File: src/rtl/iltype_instr_decoder.sv
// I/L-type instruction stream decoder with a 2-entry elastic buffer.
// Keeps saturating per-class counters and captures the first illegal word.
module iltype_instr_decoder #(
   parameter int          CNT_W    = 16,
   parameter logic [31:0] NOP_WORD = 32'h0000_0013
) (
   input  logic             clk,
   input  logic             reset,
   input  logic             in_valid,
   output logic             in_ready,
   input  logic [31:0]      in_instr,
   output logic             out_valid,
   input  logic             out_ready,
   output logic [1:0]       out_class,
   output logic [4:0]       out_rd,
   output logic [4:0]       out_rs1,
   output logic [2:0]       out_funct3,
   output logic [31:0]      out_imm,
   output logic [31:0]      out_instr,
   output logic [CNT_W-1:0] cnt_opimm,
   output logic [CNT_W-1:0] cnt_load,
   output logic [CNT_W-1:0] cnt_nop,
   output logic [CNT_W-1:0] cnt_illegal,
   output logic             err_sticky,
   output logic [31:0]      err_instr
);

   localparam logic [1:0] C_OPIMM = 2'd0;
   localparam logic [1:0] C_LOAD  = 2'd1;
   localparam logic [1:0] C_NOP   = 2'd2;
   localparam logic [1:0] C_ILL   = 2'd3;

   localparam logic [6:0] OPC_OPIMM = 7'b0010011;
   localparam logic [6:0] OPC_LOAD  = 7'b0000011;

   typedef enum logic [1:0] {
      EMPTY = 2'd0,
      ONE   = 2'd1,
      FULL  = 2'd2
   } state_t;

   state_t      state;
   state_t      state_nx;
   logic        in_fire;
   logic        out_fire;

   logic [6:0]  opc;
   logic [2:0]  f3;
   logic [6:0]  hi;
   logic        opimm_ok;
   logic        load_ok;
   logic [1:0]  in_class;

   logic [1:0]  main_class;
   logic [31:0] main_instr;
   logic [1:0]  skid_class;
   logic [31:0] skid_instr;

   assign in_fire  = in_valid && in_ready;
   assign out_fire = out_valid && out_ready;

   assign opc = in_instr[6:0];
   assign f3  = in_instr[14:12];
   assign hi  = in_instr[31:25];

   always_comb begin
      opimm_ok = 1'b1;
      case (f3)
         3'd1:    opimm_ok = (hi == 7'b0000000);
         3'd5:    opimm_ok = (hi == 7'b0000000) ||
                             (hi == 7'b0100000);
         default: opimm_ok = 1'b1;
      endcase
   end

   assign load_ok = (f3 != 3'd3) && (f3 < 3'd6);

   // NOP must win over the generic OP-IMM match
   always_comb begin
      in_class = C_ILL;
      priority case (1'b1)
         (in_instr == NOP_WORD):
            in_class = C_NOP;
         (opc == OPC_OPIMM):
            in_class = opimm_ok ? C_OPIMM : C_ILL;
         (opc == OPC_LOAD):
            in_class = load_ok ? C_LOAD : C_ILL;
         default:
            in_class = C_ILL;
      endcase
   end

   always_ff @(posedge clk) begin
      if (reset) state <= EMPTY;
      else       state <= state_nx;
   end

   always_comb begin
      state_nx = state;
      unique case (state)
         EMPTY: if (in_fire) state_nx = ONE;
         ONE: begin
            if (in_fire && !out_fire)
               state_nx = FULL;
            else if (out_fire && !in_fire)
               state_nx = EMPTY;
         end
         FULL: if (out_fire) state_nx = ONE;
         default: state_nx = EMPTY;
      endcase
   end

   // Both flags come straight off the state flop, never off out_ready
   always_comb begin
      out_valid = 1'b0;
      in_ready  = 1'b1;
      unique case (state)
         EMPTY: begin
            out_valid = 1'b0;
            in_ready  = 1'b1;
         end
         ONE: begin
            out_valid = 1'b1;
            in_ready  = 1'b1;
         end
         FULL: begin
            out_valid = 1'b1;
            in_ready  = 1'b0;
         end
         default: begin
            out_valid = 1'b0;
            in_ready  = 1'b0;
         end
      endcase
   end

   always_ff @(posedge clk) begin
      if (reset) begin
         main_class <= '0;
         main_instr <= '0;
         skid_class <= '0;
         skid_instr <= '0;
      end else begin
         if (state == FULL && out_fire) begin
            main_class <= skid_class;
            main_instr <= skid_instr;
         end else if (in_fire &&
                      (state == EMPTY || out_fire)) begin
            main_class <= in_class;
            main_instr <= in_instr;
         end
         if (in_fire && state == ONE && !out_fire) begin
            skid_class <= in_class;
            skid_instr <= in_instr;
         end
      end
   end

   assign out_class  = main_class;
   assign out_instr  = main_instr;
   assign out_rd     = main_instr[11:7];
   assign out_rs1    = main_instr[19:15];
   assign out_funct3 = main_instr[14:12];
   assign out_imm    = {{20{main_instr[31]}},
                        main_instr[31:20]};

   always_ff @(posedge clk) begin
      if (reset) begin
         cnt_opimm   <= '0;
         cnt_load    <= '0;
         cnt_nop     <= '0;
         cnt_illegal <= '0;
      end else if (out_fire) begin
         unique case (main_class)
            C_OPIMM:
               if (cnt_opimm != '1)
                  cnt_opimm <= cnt_opimm + 1'b1;
            C_LOAD:
               if (cnt_load != '1)
                  cnt_load <= cnt_load + 1'b1;
            C_NOP:
               if (cnt_nop != '1)
                  cnt_nop <= cnt_nop + 1'b1;
            default:
               if (cnt_illegal != '1)
                  cnt_illegal <= cnt_illegal + 1'b1;
         endcase
      end
   end

   always_ff @(posedge clk) begin
      if (reset) begin
         err_sticky <= 1'b0;
         err_instr  <= '0;
      end else if (out_fire && main_class == C_ILL &&
                   !err_sticky) begin
         err_sticky <= 1'b1;
         err_instr  <= main_instr;
      end
   end

endmodule

File: config.mk
export PLATFORM = sky130hd
export DESIGN_NAME = iltype_instr_decoder
export DESIGN_NICKNAME = d
export VERILOG_FILES = /design/src/rtl/iltype_instr_decoder.sv
export SDC_FILE = /design/constraint.sdc
export NUM_CORES = 1
export LEC_CHECK = 0
export CAP_MARGIN = 0
export CORE_MARGIN = 3
export CORE_UTILIZATION = 23
export CTS_BUF_LIST = sky130_fd_sc_hd__clkbuf_16
export CTS_CLUSTER_SIZE = 30
export DETAILED_ROUTE_END_ITERATION = 8
export SETUP_SLACK_MARGIN = 0.3
export SYNTH_ARGS = -nofsm -noshare
export SYNTH_HDL_FRONTEND = slang
export SYNTH_SLANG_ARGS = --single-unit
File: constraint.sdc
create_clock -name clk -period 2.7 [get_ports clk]
set_input_delay 0.54 -clock clk [delete_from_list [all_inputs] [get_ports clk]]
set_output_delay 0.54 -clock clk [all_outputs]
set_load 0.05 [all_outputs]
== Word-level counts from Yosys, hierarchy flattened ==
Cells that the tools add are included.

* Output and inout bits: 178
* Register bits after elaboration: 167
* Memory bits (read-only): 0
* Bits of input ports: 36
* Bits in writable memories: 0
* Latch bits: 0
* Memories: 0
* Logic and storage cells: 81

* Add/subtract/negate cells: 4
* Mux-type cells: 17
* Multiply operators: 0
* $lt $le $gt $ge: 1
* Shifts and indexed selects: 0
* Div/mod/pow operators: 0
* Reductions and logical operators: 28
* Bitwise operators: 1
* Equality and inequality tests: 19

{| class="wikitable"
|+ Operator list
! operator !! number
|-
| adder 16 x 1 -> 16 bit, second input constant || 4
|-
| two-way mux 32 bit || 2
|-
| != test 16 bit, second input constant || 4
|-
| == test 32 x 5 -> 1 bit, second input constant || 1
|-
| two-way mux 2 bit || 11
|-
| AND reduction 3 bit || 5
|-
| logical AND 1 bit || 11
|-
| == test 7 x 2 -> 1 bit, second input constant || 1
|-
| == test 7 x 5 -> 1 bit, second input constant || 1
|-
| == test 7 x 6 -> 1 bit, second input constant || 1
|-
| zero test 7 bit || 1
|-
| == test 2 bit, second input constant || 3
|-
| one-hot mux 2 bit (3 select lines) || 1
|-
| == test 2 x 1 -> 1 bit, second input constant || 2
|-
| zero test 2 bit || 2
|-
| != test 2 bit, second input constant || 2
|-
| OR reduction 2 bit || 2
|-
| == test 3 x 1 -> 1 bit, second input constant || 1
|-
| == test 3 bit, second input constant || 1
|-
| zero test 1 bit || 3
|-
| < comparator 3 bit, second input constant || 1
|-
| != test 3 x 2 -> 1 bit, second input constant || 1
|-
| != test 3 bit, second input constant || 1
|-
| OR reduction 3 bit || 1
|-
| 5 further kinds || 7
|}

== Logic depth before layout (Yosys ltp) ==
Gate-level depths: netlist of the first run.

* Depth after elaboration: 9
* Depth in mapped cells: 9
* Mapped depth without buffers: 9

== Worst setup path after synthesis of the first run ==
OpenSTA, ideal clock, no wires.

* Path kind: register to register
* Start: reg state[0]
* End: reg cnt_illegal[15]
* Library setup time: 0.121 ns
* Setup slack: 0.052 ns
* Cell stages (with the launch flop): 9
* Data arrival time: 2.527 ns
* Buffers on the path: 1
* Period minus slack after synthesis: 2.648 ns
* Required time: 2.579 ns
* Cells stage by stage: dfxtp_1 -> inv_1 -> ha_1 -> nand4_2 -> or3_1 -> buf_2 -> nor4_2 -> nand3_1 -> mux2_4

* Cells in the longest elaborated chain, start to end: 5
* Elaborated cells between the ends (all ways): 6
* Those cells by class: eq/ne: 2; mux: 1; reduce/logical: 3

{| class="wikitable"
|+ RTL lines
! what !! RTL line !! text
|-
| start, declared || 42 || <nowiki>state_t state;</nowiki>
|-
| start signal, assigned || 95 || <nowiki>else state <= state_nx;</nowiki>
|-
| == test 2 bit or == test 2 x 1 -> 1 bit (tied branches) || 117 || <nowiki>unique case (state)</nowiki>
|-
| OR reduction 2 bit (no line) * || - ||
|-
| two-way mux 1 bit * || 117 ||
|-
| via out_valid || 12 || <nowiki>output logic out_valid,</nowiki>
|-
| logical AND 1 bit * || 60 || <nowiki>assign out_fire = out_valid && out_ready;</nowiki>
|-
| AND reduction 3 bit (no line) * || - ||
|-
| end signal, assigned || 186 || <nowiki>cnt_illegal <= cnt_illegal + 1'b1;</nowiki>
|-
| end, declared || 23 || <nowiki>output logic [CNT_W-1:0] cnt_illegal,</nowiki>
|}

Mark *: on every way through the listed nets, which the timed path passes. The rest lies on a longest branch.
A chain may end at the register's enable or synchronous reset.

== Worst setup path in the final report of the first run ==
* Start: reg cnt_load[3]
* End: out cnt_load[3]

{| class="wikitable"
|+ RTL lines
! what !! RTL line !! text
|-
| start, declared || 21 || <nowiki>output logic [CNT_W-1:0] cnt_load,</nowiki>
|-
| start signal, assigned || 180 || <nowiki>cnt_load <= cnt_load + 1'b1;</nowiki>
|}

No word-level cell between the ends.

==> results of run 1 <==
-- sequential cells by signal (all words and copies together) (netlist names), 16 cells and up --
name         cells
cnt_illegal     16
cnt_load        16
cnt_nop         16
cnt_opimm       16
err_instr       32
out_instr       32
skid_instr      32
-- worst reg2reg max path, delay by kind of cell, from the launching register on --
family / cells / cell delay [ns]
DFF: 1 / 0.40
adders and majority gates: 2 / 0.48
AOI/OAI and AO/OA: 2 / 0.53
and+or+nand+nor: 3 / 0.74
buffers and inverters: 1 / 0.11
-- cell families after synthesis --
kind of cell | Yosys count | share of synthesized area (%)
AND/OR/NAND/NOR | 383 | 23.5
multiplexers | 36 | 4.84
flip-flops | 167 | 44.3
XOR/XNOR | 47 | 5.45
buffers and inverters | 104 | 7.53
adder cells (fa/ha/maj) | 9 | 1.49
AO/OA/AOI/OAI | 159 | 12.9
-- power breakdown --
part / internal [mW] / switching, mW / total [mW] / leakage [nW]
Sequential: 2.64 / 0.167 / 2.80 / 1.35
Clock: 1.56 / 1.10 / 2.65 / 0.297
Combinational: 0.727 / 1.39 / 2.12 / 2.22
-- placed cells by master (no fill, tap or decap), types with 4 or more instances in the layout --
cell type	n
dfxtp_1	166
o21a_1	11
dlymetal6s2s_1	4
or3_1	5
xor2_1	23
nand4_1	22
clkbuf_16	17
clkinvlp_4	5
dlygate4sd2_1	20
o211ai_1	7
nor4_1	14
mux2i_1	35
and3_1	10
nor2_1	102
and2_1	4
o21ai_0	10
buf_4	19
nand2_1	151
a211oi_1	40
clkdlybuf4s50_1	186
buf_12	6
bufinv_16	4
and4_1	10
ha_1	7
inv_1	14
a21oi_1	78
xnor2_1	24
nor3_1	14
nand3_1	26
-- area by class of cell --
cell class              instances  area, sq um  share of cell area (%)
multi-input cells             634         3690                    34.7
flip-flops and latches        167         3340                    31.5
repair buffers                238         2380                    22.4
well taps                     435          544                    5.12
clock buffers                  17          425                    4.00
clock inverters                15          203                    1.91
inverters                      12         45.0                   0.424
-- worst paths after layout --
check	cells after the start	to	slack, ns
min reg2reg	2	err_instr[1]	0.45
min	2	cnt_illegal[13]	0.42
max reg2reg	8	state[0]	0.38
max	1	cnt_load[3]	0.37
-- what timing repair did --
item | 4_1_cts | 5_1_grt
buffers inserted | 0 | 0
pin swaps | 0 | 0
gates resized for setup | 26 | 7
hold buffers | 0 | 0
endpoints found under the setup margin | 25 | 7
-- per-layer routing --
metal	GRT usage (%)	vias to the layer above	routed length (microns)
met3	4.78	22	1520
li1	-	3439	-
met2	21.7	170	10900
met1	15.5	3281	10200
met5	0	-	0
met4	3.34	0	323
==> out/results.tsv, run 1 <==
metric	value	unit
status	completed	
placed instance area	10000	sq um
synth cell count leaders	167 x dfxtp_1, 151 x nand2_1, 103 x nor2_1, 78 x a21oi_1, 45 x buf_4	
wirelength, routed	22900	microns
Pwr Density	712	nW/um^2
Clock Sinks	167	
Reg2Reg Launch Point	state[0]	
Worst Setup Slack, final	0.375	ns
post-route total power	7.57	mW
crit path kind	register to output pin	
Worst-path clk slew	0.07	ns
total grt overflow	0	
Synth Flop Type	dfxtp_1	
CP Launch Type	register	
count of cell types in the netlist	49	
Slew Viols, Final	0	
Hold Vio Cnt, Final	0	
Min-Delay Path Class	input pin to register	
RSZ-0062 raised after global routing	true	
GPL Wtd Cong	0.774	
Finished Cell Area	10600	sq um
asr flop ratio synth	0	%
flops & latches, synth	167	
CP delay by family, top	buffers and inverters	
largest area contributor in the netlist	dfxtp_1	
# DRC	0	
fillers	3324	
Worst Skew	0.00779	ns
Synth top area share	44.3	%
DIE WIDTH	187	microns
Final period util	86.1	%
GR Util All Layers	12.9	%
area of the die	35000	sq um
Finished Layout Cells	1518	
via count	6912	
crit-path max cell delay	0.91	ns
Worst Path Required	2.16	ns
Rel. slew slack	52.7	%
CP bufs+invs	1	
vias in the first global route	6683	
initial antenna violation count	0	
fin nets	1115	
TNS Setup	0	ns
worst slew pin tran	0.704	ns
initial core utilization	23.6	%
HPWL Detailed	15900	microns
Mapped Area	7550	sq um
boundary pin count	214	
Pre-antenna DRT Iters	4	
Max stage delay cell, worst path	clkdlybuf4s50_1	
Iteration-0 DRC Markers	253	
Die Y	187	microns
Syn Inst Count	905	
placed insts	1486	
Port Buffers	213	
Placement Setup Slack	0.000255	ns
sequential share of the synthesized area	44.3	%
leakage power	3.87	nW
clk_lat worst skew	0.44	ns
Layout area overhead	40.8	%
CTS Buffer Depth	2	
top cells by area, synth	dfxtp_1 44%, nand2_1 7.5%, a21oi_1 5.2%, nor2_1 5.1%, mux2i_1 4.6%	
first-pass GRT wire length	36400	microns
vias per inst	4.55	
Critical Path AT	1.79	ns
Max-Cap Viols	0	
share of cells above drive strength 1	6.93	%
Final ANT Viol Nets	0	
Ant. Diodes	0	
total CTS buffers	17	
Fmax	430	MHz
VDD IR-drop max	0.467	mV
crit path cell chain	clkdlybuf4s50_1	
CTS H-tree depth	4	
largest net degree at the start of global routing	101	
Util after Layout	33.3	%
min Tclk post-route	2.33	ns
most frequent cell after synthesis	dfxtp_1	
Finish-stage setup viols	0	
CTS tree	yes	
post-DR wirelength/cell	15.1	microns
synthesized area per cell	8.34	sq um
Clk Tree Root Cell	clkbuf_16	
row count	65	
number of synthesized flops with an enable pin	0	
Ys Warns	0	
crit path max fanout	7	
core region area	32000	sq um
CP endpoint kind	output pin	
final hold slack	0.419	ns
CP startpoint	cnt_load[3]	
min-delay src	reset	
Syn Nets	950	
Power figures use the tool's default switching activity.
==> inputs of run 2 (changes only) <==
--- a/config.mk
+++ b/config.mk
@@ -15,3 +15,4 @@
 export SYNTH_ARGS = -nofsm -noshare
 export SYNTH_HDL_FRONTEND = slang
 export SYNTH_SLANG_ARGS = --single-unit
+export TNS_END_PERCENT = 100
==> constraint.sdc (replaced) <==
create_clock -name clk -period 2.7 [get_ports clk]
set_input_delay 0.675 -clock clk [delete_from_list [all_inputs] [get_ports clk]]
set_output_delay 0.675 -clock clk [all_outputs]
set_load 0.05 [all_outputs]
==> out/results.tsv, run 2 (synthesized netlist as in run 1, its figures left out) <==
metric	value	unit
status	completed	
Final period util	86.9	%
crit path max fanout	6	
WHS Path Cells	2	
Hold Vio Cnt, Final	0	
Die Y	187	microns
RSZ-0062 raised after global routing	false	
largest net degree at the start of global routing	71	
clk_lat worst skew	0.43	ns
Worst Skew	0.0121	ns
TNS Setup	0	ns
Finished Layout Cells	1522	
Layout area overhead	41.0	%
Clock Sinks	167	
row count	65	
Fmax	426	MHz
Slew Viols, Final	0	
Min-Delay Path Class	register to register	
Worst-path clk slew	0.07	ns
crit path cell chain	clkdlybuf4s50_1	
FF/Latch Area	3340	sq um
CP bufs+invs	1	
post-route total power	7.50	mW
Ant. Diodes	0	
crit path kind	register to output pin	
Finish-stage setup viols	0	
Critical Path AT	1.67	ns
R2R depth	8	
CTS H-tree depth	4	
most frequent cells in the layout	166 x dfxtp_1, 151 x nand2_1, 115 x clkdlybuf4s50_1, 102 x nor2_1, 78 x a21oi_1	
CP endpoint kind	output pin	
HPWL Detailed	16000	microns
via count	6786	
vias per inst	4.46	
Iteration-0 DRC Markers	307	
min Tclk post-route	2.35	ns
total CTS buffers	17	
commonest non-fill, non-tap cell in the layout	dfxtp_1	
first-pass GRT wire length	36400	microns
CTS Buffer Depth	2	
worst slew pin tran	0.733	ns
VDD IR-drop max	0.484	mV
total grt overflow	0	
# DRC	0	
Max stage delay cell, worst path	clkdlybuf4s50_1	
DIE WIDTH	187	microns
wirelength, routed	22700	microns
Max-Cap Viols	0	
GR Util All Layers	12.7	%
core region area	32000	sq um
Port Buffers	213	
Pre-antenna DRT Iters	5	
Final ANT Viol Nets	0	
vias in the first global route	6615	
post-DR wirelength/cell	14.9	microns
CTS tree	yes	
Pwr Density	705	nW/um^2
share of cells above drive strength 1	9.20	%
WP depth	1	
GPL Wtd Cong	0.757	
leakage power	4.55	nW
fin nets	1119	
boundary pin count	214	
initial antenna violation count	0	
Clk Tree Root Cell	clkbuf_16	
fillers	3327	
multi-input logic area	3690	sq um
crit-path max cell delay	0.84	ns
Worst Path Required	2.03	ns
CP delay by family, top	buffers and inverters	
Rel. slew slack	50.8	%
area of the die	35000	sq um
initial core utilization	23.6	%
CP Launch Type	register	
placed insts	1490	
[run 2: cell types whose count changed in the layout (fill, tap and decap cells not counted), moves of 2 or more]
cell,before,now
clkinv_4,0,2
clkdlybuf4s50_1,186,115
buf_4,19,44
dlymetal6s2s_1,4,31
dlygate4sd2_1,20,42
buf_2,0,2
clkinvlp_4,5,2
[run 2: final timing paths]
kind                 from      endpoint  slack, ns
max          cnt_opimm[3]  cnt_opimm[3]       0.35
min reg2reg  err_instr[3]  err_instr[3]       0.45
max reg2reg      state[0]      state[0]       0.43
min          err_instr[3]  err_instr[3]       0.45
[run 2: report_power, final]
part	internal (mW)	total, mW	switching, mW	leakage [nW]
registers	2.64	2.81	0.176	1.35
logic	0.728	2.11	1.38	2.89
clock network	1.48	2.58	1.10	0.300
[run 2: cell type report]
type / instances / area share, %
Multi-Input combinational cell: 634 / 34.7
Sequential cell: 167 / 31.4
Timing Repair Buffer: 242 / 22.5
Tap cell: 435 / 5.12
Clock buffer: 17 / 4.00
Clock inverter: 15 / 1.78
Inverter: 12 / 0.423
[run 2: layer usage]
| layer | up-vias | GRT usage (%) | part of all wire, % |
|---|---|---|---|
| li1 | 3434 | - | - |
| met1 | 3182 | 16.0 | 46 |
| met2 | 162 | 21.3 | 47 |
| met3 | 8 | 4.22 | 6.3 |
| met4 | 0 | 2.62 | 0.68 |
| met5 | - | 0 | 0 |
[run 2: what timing repair did]
action,in CTS,in global routing
hold buffers,0,0
gates resized for setup,48,37
buffers inserted,0,0
setup endpoints to repair,44,36
[run 2: through the flow]
step	hold WS, ns	util, %	area [sq um]	worst slack (ns)
final	0.452	33.3	10600	0.354
after global routing	0.472	33.3	10600	0.302
after CTS	0.457	33.1	10600	0.252
after detailed placement	0.447	31.3	10000	-0.00581
after global placement	0.443	31.3	10000	-0.00741
after floorplan	0.437	-	7560	0.309
